===== src/rtl/bsg_chip_pkg.sv =====
// Chip-level constants and shared types for the gateway link bring-up.
// Link counts, default sequencer timing and the sequencer state encoding.
package bsg_chip_pkg;

    localparam int num_io_links_gp  = 2;
    localparam int num_mem_links_gp = 16;
    localparam int num_links_gp     = num_io_links_gp + num_mem_links_gp;

    localparam int link_token_cycles_gp  = 8;
    localparam int link_settle_cycles_gp = 16;

    typedef enum logic [2:0] {
        e_link_idle  = 3'd0,
        e_link_token = 3'd1,
        e_link_gap   = 3'd2,
        e_link_up    = 3'd3,
        e_link_down  = 3'd4,
        e_link_done  = 3'd5
    } link_seq_state_e;

endpackage


===== src/rtl/bsg_counter_clear_up.sv =====
// Up counter with synchronous clear, used to time each sequencer phase.
// Clear takes priority over the increment.
module bsg_counter_clear_up #(
    parameter int width_p = 4
) (
    input  logic               clk_i,
    input  logic               reset_i,
    input  logic               clear_i,
    input  logic               up_i,
    output logic [width_p-1:0] count_o
);

    always_ff @(posedge clk_i) begin
        if (reset_i || clear_i)
            count_o <= '0;
        else if (up_i)
            count_o <= count_o + width_p'(1);
    end

endmodule


===== src/rtl/bsg_gateway_chip_link_reset_seq.sv =====
// Gateway link reset sequencer: token pulse, upstream, downstream, then
// core reset release for every enabled link; retrain restarts the walk.
module bsg_gateway_chip_link_reset_seq
    import bsg_chip_pkg::*;
#(
    parameter int num_links_p     = num_links_gp,
    parameter int token_cycles_p  = link_token_cycles_gp,
    parameter int settle_cycles_p = link_settle_cycles_gp
) (
    input  logic                   clk_i,
    input  logic                   reset_i,
    input  logic                   start_i,
    input  logic                   retrain_i,
    input  logic [num_links_p-1:0] link_en_i,
    output logic [num_links_p-1:0] async_token_reset_o,
    output logic [num_links_p-1:0] up_link_reset_o,
    output logic [num_links_p-1:0] down_link_reset_o,
    output logic [num_links_p-1:0] core_reset_o,
    output logic                   done_o,
    output logic [2:0]             state_o
);

    localparam int max_cycles_lp =
        (token_cycles_p > settle_cycles_p) ? token_cycles_p : settle_cycles_p;
    localparam int cnt_width_lp = $clog2(max_cycles_lp + 1);

    localparam logic [cnt_width_lp-1:0] token_last_lp =
        cnt_width_lp'(token_cycles_p - 1);
    localparam logic [cnt_width_lp-1:0] settle_last_lp =
        cnt_width_lp'(settle_cycles_p - 1);

    link_seq_state_e         state_r, state_n;
    logic [num_links_p-1:0]  mask_r, mask_n;
    logic [cnt_width_lp-1:0] cnt;
    logic                    cnt_clear, cnt_up;

    bsg_counter_clear_up #(
        .width_p(cnt_width_lp)
    ) phase_cnt (
        .clk_i  (clk_i),
        .reset_i(reset_i),
        .clear_i(cnt_clear),
        .up_i   (cnt_up),
        .count_o(cnt)
    );

    always_comb begin
        state_n = state_r;
        mask_n  = mask_r;
        case (state_r)
            e_link_idle:
                if (start_i) begin
                    state_n = e_link_token;
                    mask_n  = link_en_i;
                end
            e_link_token:
                if (cnt == token_last_lp) state_n = e_link_gap;
            e_link_gap:
                if (cnt == settle_last_lp) state_n = e_link_up;
            e_link_up:
                if (cnt == settle_last_lp) state_n = e_link_down;
            e_link_down:
                if (cnt == settle_last_lp) state_n = e_link_done;
            e_link_done: ;
            default:
                state_n = e_link_idle;
        endcase
        if (retrain_i && state_r != e_link_idle)
            state_n = e_link_idle;
    end

    // Counter restarts from zero on every state entry.
    assign cnt_clear = (state_n != state_r);
    assign cnt_up    = (state_r != e_link_idle) && (state_r != e_link_done);
    assign state_o   = state_r;

    always_ff @(posedge clk_i) begin
        if (reset_i) begin
            state_r             <= e_link_idle;
            mask_r              <= '0;
            async_token_reset_o <= '0;
            up_link_reset_o     <= '1;
            down_link_reset_o   <= '1;
            core_reset_o        <= '1;
            done_o              <= 1'b0;
        end else begin
            state_r <= state_n;
            mask_r  <= mask_n;
            async_token_reset_o <=
                (state_n == e_link_token) ? mask_n : '0;
            up_link_reset_o <=
                (state_n inside {e_link_up, e_link_down, e_link_done})
                ? ~mask_n : '1;
            down_link_reset_o <=
                (state_n inside {e_link_down, e_link_done}) ? ~mask_n : '1;
            core_reset_o <= (state_n == e_link_done) ? ~mask_n : '1;
            done_o       <= (state_n == e_link_done);
        end
    end

endmodule


===== config.mk =====
export PLATFORM = sky130hd
export DESIGN_NAME = bsg_gateway_chip_link_reset_seq
export DESIGN_NICKNAME = d
export VERILOG_FILES = /design/src/rtl/bsg_chip_pkg.sv /design/src/rtl/bsg_counter_clear_up.sv /design/src/rtl/bsg_gateway_chip_link_reset_seq.sv
export SDC_FILE = /design/constraint.sdc
export NUM_CORES = 1
export LEC_CHECK = 0
export CAP_MARGIN = 20
export CORE_MARGIN = 3
export CORE_UTILIZATION = 36
export DETAILED_ROUTE_END_ITERATION = 16
export PLACE_DENSITY_LB_ADDON = 0.08
export SLEW_MARGIN = 30
export SYNTH_ARGS = -nofsm -noshare
export SYNTH_HDL_FRONTEND = slang
export SYNTH_SLANG_ARGS = --single-unit

===== constraint.sdc =====
create_clock -name clk_i -period 2.9 [get_ports clk_i]
set_input_delay 0.58 -clock clk_i [delete_from_list [all_inputs] [get_ports clk_i]]
set_output_delay 0.58 -clock clk_i [all_outputs]
set_load 0.05 [all_outputs]

After elaboration in Yosys (flattened, before gate mapping)
Cells that the tools add are included.
{ "totals": {"out_inout_bits": 76, "wordCells": 47, "register_bits": 99, "input_bits": 22} }
{ "op_classes": {"n_reduce_logical": 11, "n_eq_ne": 13, "mux": 9, "addsub": 1, "n_bitwise": 5} }
{ "ops": {"columns": ["operator", "count"], "rows": [
  ["18-bit two-way mux", 2],
  ["3-bit two-way mux", 6],
  ["18-bit inverter", 1],
  ["3-bit case mux with 6 select lines", 1],
  ["3-bit equality test, second input constant", 4],
  ["3-bit by 2-bit equality test with 1-bit output, second input constant", 3],
  ["2-bit OR reduction", 4],
  ["3-bit by 1-bit equality test with 1-bit output, second input constant", 2],
  ["3-bit nonzero test", 2],
  ["5-bit by 1-bit adder with 5-bit output, second input constant", 1],
  ["5-bit by 3-bit equality test with 1-bit output, second input constant", 1],
  ["5-bit by 4-bit equality test with 1-bit output, second input constant", 1],
  ["1-bit inverter", 4],
  ["3-bit logical NOT", 1],
  ["3-bit != test", 1],
  ["3-bit != test, second input constant", 1],
  ["1-bit logical AND", 2],
  ["2-bit nonzero test", 1],
  ["1-bit logical OR", 1]
]} }

Logic depth before layout (Yosys ltp)
{ "logic_depth": {"ltp_word": 8, "mapped_depth": 9, "depth_no_buf": 8} }

Modules after synthesis
Synthesis repeated with hierarchy kept, for this count alone.
{ "unflattened": {"hier_cells": 328, "hier_area_um2": 3473.3} }
{ "by_module_without_submodules": {"columns": ["module", "cells_each", "n_inst", "seq_area_each_um2", "area_each_um2"], "rows": [
  ["bsg_gateway_chip_link_reset_seq", 305, 1, 1881.8, 3234.4],
  ["bsg_counter_clear_up", 23, 1, 100.1, 239.0]
]} }

Least setup slack after synthesis
OpenSTA, ideal clock, no wires.
{ "synth_timing": {"path_kind": "register to register", "start": "register phase_cnt.count_o[0]", "end": "register core_reset_o[10]", "t_required_ns": 2.784, "n_path_buf": 1, "setup_time_ns": 0.116, "arrival_time_ns": 1.993, "synth_period_minus_slack_ns": 2.109, "stages_incl_launch_ff": 10, "path_slack_ns": 0.791, "cell_sequence": "dfxtp_1 ha_1 and3_2 ha_1 nor3b_1 or3_1 o21ai_2 nor4_4 buf_6 nand2_1"} }
{ "synth_between": {"elab_chain_cells": 7, "word_cells_on_any_way": 11, "classes_between": "eq/ne: 3; mux: 6; bitwise: 1; reduce/logical: 1"} }
{ "synth_rtl": {"columns": ["element", "line", "text"], "rows": [
  ["start, declared", "bsg_counter_clear_up.sv:10", "output logic [width_p-1:0] count_o"],
  ["start signal, assigned", "bsg_counter_clear_up.sv:17", "count_o <= count_o + width_p'(1);"],
  ["5-bit by 4-bit equality test with 1-bit output / 5-bit by 3-bit equality test with 1-bit output (equally long branches)", null, null],
  ["3-bit two-way mux (on tied branches)", null, null],
  ["3-bit case mux with 6 select lines (*)", "bsg_gateway_chip_link_reset_seq.sv:50", "case (state_r)"],
  ["3-bit two-way mux (*)", "bsg_gateway_chip_link_reset_seq.sv:68", "if (retrain_i && state_r != e_link_idle)"],
  ["3-bit equality test (*)", "bsg_gateway_chip_link_reset_seq.sv:96", "core_reset_o <= (state_n == e_link_done) ? ~mask_n : '1;"],
  ["1-bit inverter (no line) (*)", null, null],
  ["2-bit OR reduction (no line) (*)", null, null],
  ["end signal, assigned", "bsg_gateway_chip_link_reset_seq.sv:96", null],
  ["end, declared", "bsg_gateway_chip_link_reset_seq.sv:18", "output logic [num_links_p-1:0] core_reset_o,"]
]} }
Every way passes the cells marked *; elsewhere a longest branch is shown, timed or not.
A chain may end at the register's enable or synchronous reset.

Worst setup path after layout
{ "layout_timing": {"start": "register state_r[0] (netlist: state_o[0])", "end": "output port state_o[0]"} }
{ "layout_lines": {"columns": ["element", "line", "text"], "rows": [
  ["start, declared", "bsg_gateway_chip_link_reset_seq.sv:32", "link_seq_state_e state_r, state_n;"],
  ["start signal, assigned", "bsg_gateway_chip_link_reset_seq.sv:79", "state_r <= e_link_idle;"],
  ["start signal, assigned", "bsg_gateway_chip_link_reset_seq.sv:87", "state_r <= state_n;"],
  ["end, declared", "bsg_gateway_chip_link_reset_seq.sv:20", "output logic [2:0] state_o"]
]} }
No word-level cell between the ends.

==> results.cfg <==
[power]
seq_power_share_pct = 55.9
p_sw_share_pct = 24.5
total_leakage_power_nw = 1.73
power_mw = 2.51
power_density_nw_per_um2 = 555
power_switching_uw = 616
power.internal_mw = 1.90
combinationalPowerShare_pct = 10.1
ir_drop_mv = 0.254
pwr-share-clk_pct = 33.9

[critical_path]
crit_path_max_incr_delay_ns = 0.90
crit_family = buffers and inverters
r2r_slack_ns = 0.53
slowest_stage = clkdlybuf4s50_1
crit_chain = clkdlybuf4s50_1
startpoint_type = register
cp.required_ns = 2.32
crit_path_end_kind = output pin
cp.arrival_ns = 1.90
path_max_fanout = 12
critical_path_class = reg2out
worst-path-buf-inv = 1

[grt]
grt_pass1_wl_mm = 11.0
grt_pass1_vias = 2205
antenna_found_initial = 0
grt_usage_pct = 13.9
gr-total-overflow = 0
grt_max_degree = 37

[clock_tree]
post_cts_resized = 0
cts-root-buf = clkbuf_8
cts_hold_buf = 0
htreeDepth = 3
cts_tree = done
cts_setup_buffers = 0
clk_pin_slew_ns = 0.09
clk_latency_ns = 0.35
clockBufferDepth = 2
cts_sinks = 99
numCtsBuffers = 9

[logic_synthesis]
yosysWarningCount = 0
synthArstFlopShare_pct = 0
ys_ff_latch = 99
synth_ff_type = dfxtp_1
synth_seq_area_share_pct = 60.4
syn_inst = 298
synth_fp_nets = 322
avgSynthCellArea_um2 = 11.0
syn_area_um2 = 3280
synth.distinct_cells = 40
synth_edf_count = 0

[detailed_routing]
wl_per_cell_um = 13.8
via_count = 2298
first_iter_violations = 64
drtPass1Iterations = 4
drc = 0
wl_mm = 7.01
vias_per_cell = 4.51
ant_nets = 0

[hold_path]
hold_path_class = reg2reg

[sta]
post-route-period-util_pct = 85.4
setup_ws_ns = 0.424
setup_viol = 0
slew_headroom_pct = 61.5
fin_setup_tns_ns = 0
maxSlewViolCount = 0
fin_skew_ns = 0.00942
rsz0062_at_grt = no
finalHoldWorstSlack_ns = 0.503
finalHoldViolations = 0
worstMarginPinSlew_ns = 0.576
max_freq_ghz = 0.404
layout_min_cycle_time_ns = 2.48

[layout]
fillerInstances = 801
nets = 421
n_antenna_cell = 0
drive_above_1_share_pct = 14.0
syn2layout_area_growth_pct = 38.1

[place]
finalWeightedCongestion = 0.776
port_buffers = 97
hpwlAfterDp_mm = 4.74
pre_cts_slack_ns = 0.503

[floorplan]
core_area_um2 = 8810
die_h_um = 101
start_util_pct = 37.3
die_w_um = 101
num_rows = 34
top_level_ports = 98
dieArea_um2 = 10300

[job]
cap_viol_max_count = 0

[status]
status = completed
[sequential cells by signal, summed over array words and instances (netlist names)]
register	cells
async_token_reset_o	18
core_reset_o	18
down_link_reset_o	18
mask_r	18
up_link_reset_o	18
phase_cnt.count_o	5
state_o	3
done_o	1
[power groups by stage]
stage                     combinational (mW)  sequential [mW]  clock [mW]
final                                  0.255             1.41       0.854
after global routing                   0.276             1.41       0.939
after CTS                              0.260             1.41       0.884
after detailed placement               0.258             1.44           0
after global placement                 0.256             1.44           0
after floorplan                        0.130             1.48           0
[kinds of logic after synthesis]
family                   synth area share (%)
AO/OA/AOI/OAI                            4.88
AND/OR/NAND/NOR                          16.5
XOR/XNOR                                 1.07
buffers and inverters                    4.08
multiplexers                             12.3
adder cells (fa/ha/maj)                 0.763
flip-flops                               60.4
[path summary, 6_finish.rpt]
check	endpoint	cells past startpoint	startpoint
setup / recovery	state_o[0]	1	state_o[0]$_SDFF_PP0_
hold / removal	async_token_reset_o[17]$_SDFF_PP0_	2	mask_r[17]$_SDFF_PP0_
setup reg to reg	up_link_reset_o[8]$_SDFF_PP1_	8	phase_cnt.count_o[0]$_SDFFE_PP0P_
hold reg to reg	async_token_reset_o[17]$_SDFF_PP0_	2	mask_r[17]$_SDFF_PP0_
[routing by layer]
layer	up-vias	share of wire, %	global-route usage [%]
met4	0	1.4	5.42
met3	10	6.5	3.72
li1	1168	-	-
met2	68	44	21.7
met1	1052	48	18.4
met5	-	0	0
[through the flow]
stage	util [%]	cells	instance area, um^2
final	51.4	509	4530
after global placement	49.3	494	4340
after floorplan	-	298	3280
after detailed placement	49.3	494	4340
after global routing	51.4	509	4530
after CTS	51.4	509	4530
[layout by cell type (no fill, tap or decap), types with 2 or more instances in the layout]
cell             Yosys  final
dfxtp_1             99     99
clkdlybuf4s50_1      0     97
nand2_1             47     47
nor2_1              44     44
mux2i_1             20     20
mux2_2              13     13
nand2_2              9      9
clkbuf_8             0      9
inv_1                5      5
mux2_1               5      5
buf_4                5      5
o21ai_0              4      4
a21oi_1              4      4
nor2b_1              3      3
xor2_1               3      3
o21ai_2              2      2
ha_1                 2      2
clkinvlp_4           0      2
[final cells by class]
type                    count  area, um^2  share of cell area [%]
well taps                 108         135                    2.98
clock buffers              10         128                    2.82
inverters                   5        18.8                   0.414
clock inverters             5        62.6                    1.38
multi-input cells         179        1180                    26.0
flip-flops and latches     99        1980                    43.7
repair buffers            103        1030                    22.7
[synth_stat cells, types with 2 or more instances]
cell / count / area (um^2)
mux2_1: 5 / 56.3
buf_6: 5 / 56.3
nor2_1: 44 / 165
nand2_1: 47 / 176
xor2_1: 3 / 26.3
o21ai_2: 2 / 17.5
buf_4: 5 / 37.5
dfxtp_1: 99 / 1980
mux2_2: 13 / 146
nor2b_1: 3 / 18.8
buf_2: 2 / 10.0
nor3_1: 2 / 10.0
ha_1: 2 / 25.0
o21ai_0: 4 / 20.0
clkbuf_1: 3 / 11.3
nand2_2: 9 / 56.3
inv_1: 5 / 18.8
mux2i_1: 20 / 200
a21oi_1: 4 / 20.0
No activity file was read; power rests on OpenSTA's default activity.
==> RTL change: new RTL, same flow settings <==
The output `up_link_reset_o` loses its register stage (`up_link_reset_o` becomes a continuous assignment).
--- a/src/rtl/bsg_gateway_chip_link_reset_seq.sv
+++ b/src/rtl/bsg_gateway_chip_link_reset_seq.sv
@@ -80,5 +80,4 @@
             mask_r              <= '0;
             async_token_reset_o <= '0;
-            up_link_reset_o     <= '1;
             down_link_reset_o   <= '1;
             core_reset_o        <= '1;
@@ -89,7 +88,4 @@
             async_token_reset_o <=
                 (state_n == e_link_token) ? mask_n : '0;
-            up_link_reset_o <=
-                (state_n inside {e_link_up, e_link_down, e_link_done})
-                ? ~mask_n : '1;
             down_link_reset_o <=
                 (state_n inside {e_link_down, e_link_done}) ? ~mask_n : '1;
@@ -99,4 +95,6 @@
     end
 
+    assign up_link_reset_o = (state_n inside {e_link_up, e_link_down, e_link_done}) ? ~mask_n : '1;
+
 endmodule
 
Function: same outputs for any inputs over 10 cycles, from zero or initial values and one cycle with reset_i high; that may be too few to reach the edited logic, so the function may still have changed.
==> RTL change against the original RTL <==
- cell area is essentially flat
- sequential cell count decreased by 18
- worst setup slack lost 330 ps
- synthesized area is 8.9% lower
- wire length rose by 2.8%
- sequential power shrank 18%
- clock power up 2%
- power decreased by 7.1%
- cell count decreased by 1.8%
==> RTL change: results (changes against the original RTL) <==
critical_path:
  crit_arrival_ps: 2220  # was 1900 ps
  max_stage_delay_ps: 500  # was 900 ps
  cp-startpoint: "start_i"  # was state_o[0]
  critPathMaxFanout: 30  # was 12
grt:
  track_usage_pct: 15.61  # was 13.90%
  grtUsageMet2_pct: 25.42  # was 21.73%
  grt_max_degree: 31  # was 37
  grt_util_met1_pct: 18.20  # was 18.36%
  grt_pass1_wl_um: 11610  # was 11030 um
  grt_use_met3_pct: 7.179  # was 3.719%
sta:
  timing.slew.headroom_pct: 52.46  # was 61.45%
  finalClockSkew_ps: 7.769  # was 9.416 ps
placement:
  place_inst: 483  # was 494
  pre_cts_slack_ps: 89.06  # was 503.3 ps
  hpwl_um: 4971  # was 4739 um
  routabilityCongestion: 0.8134  # was 0.7764
  post_dp_cell_area_sq_um: 4287  # was 4340 sq um
drt:
  first_iter_violations: 61  # was 64
  drt-total-wl_um: 7202  # was 7009 um
  met1_length_um: 3258  # was 3335 um
  vias_per_cell: 4.562  # was 4.515
  wl_met3_um: 588  # was 458 um
  wl_met2_um: 3272  # was 3113 um
yosys:
  synth.distinct_cells: 41  # was 40
  ys_seq_area_share_pct: 54.27  # was 60.41%
  async_flop_share_pct: 0  # unchanged
  synth_nets: 309  # was 322
  synth.area.top_cells: "dfxtp_1 54%, nand2_1 7.2%, mux2_2 6.8%"  # was dfxtp_1 60%, mux2i_1 6.1%, nand2_1 5.4%
  syn_inst: 285  # was 298
final_layout:
  layout-drive-gt1-share_pct: 22.86  # was 13.97%
  fillCellCount: 698  # was 801
  stdcell_count: 500  # was 509
  final_nets: 419  # was 421
  final_cell_area_sq_um: 4532  # was 4531 sq um
clock_network:
  numCtsBuffers: 9  # unchanged
  ctsResizeCount: 1  # was 0
  clk_pin_slew_worst_paths_ps: 70  # was 90 ps
hold_path:
  min_from: "phase_cnt.count_o[1]"  # was mask_r[17]
pwr:
  sw_frac_of_total_pct: 24.63  # was 24.52%
  ir_drop_mv: 0.2812  # was 0.2540 mV
  p_leak_uw: 0.001753  # was 0.001733 uW
status:
  status: "completed"  # unchanged
RTL change: changes by cell type after synthesis, moves of 3 or more:
cell	change
nor2_1	-21
dfxtp_1	-18
nand2_1	+10
nand2_2	-9
nor3_2	+9
nor3_1	+8
mux2_1	-5
mux2_2	+5
buf_2	+3
buf_4	-3
nand2b_1	+3
RTL change: cells by family (layout without fill, tap and decap cells):
family / after synthesis / count (layout) / synth area share, %
simple gates: 118 / 118 / 19.51
flops: 81 / 81 / 54.27
mux: 36 / 36 / 12.81
compound gates: 22 / 22 / 5.528
buf+inv: 22 / 135 / 5.862
xor+xnor: 4 / 4 / 1.173
fa+ha+maj: 2 / 2 / 0.8374
RTL change: worst max-delay path: cells and delay by family:
kind / cells / cell delay [ps]
buffers and inverters: 3 / 870
muxes: 1 / 400
and+or+nand+nor: 2 / 350
RTL change: final timing paths:
| check | to | slack, ps | cells after the start |
|---|---|---|---|
| setup / recovery | up_link_reset_o[6] | 100 | 6 |
| hold / removal | phase_cnt.count_o[1] | 480 | 2 |
| setup reg to reg | async_token_reset_o[1] | 640 | 8 |
| hold reg to reg | phase_cnt.count_o[1] | 480 | 2 |
RTL change: cell type report:
cell class                 count  area, sq um  area share, %
clock inverter                 5        81.33          1.795
multi-input combinational    182         1232          27.19
sequential                    81         1622          35.78
inverter                       3        11.26         0.2485
clock buffer                   9        123.9          2.733
timing repair buffer         118         1334          29.43
tap                          102        127.6          2.816
RTL change: power by group through the flow:
stage / Sequential [uW] / Combinational (uW) / Clock, uW
after CTS: 1160 / 307 / 895
after global placement: 1190 / 302 / 0
after floorplan: 1240 / 163 / 0
after detailed placement: 1190 / 306 / 0
after global routing: 1170 / 329 / 932
final: 1160 / 305 / 868
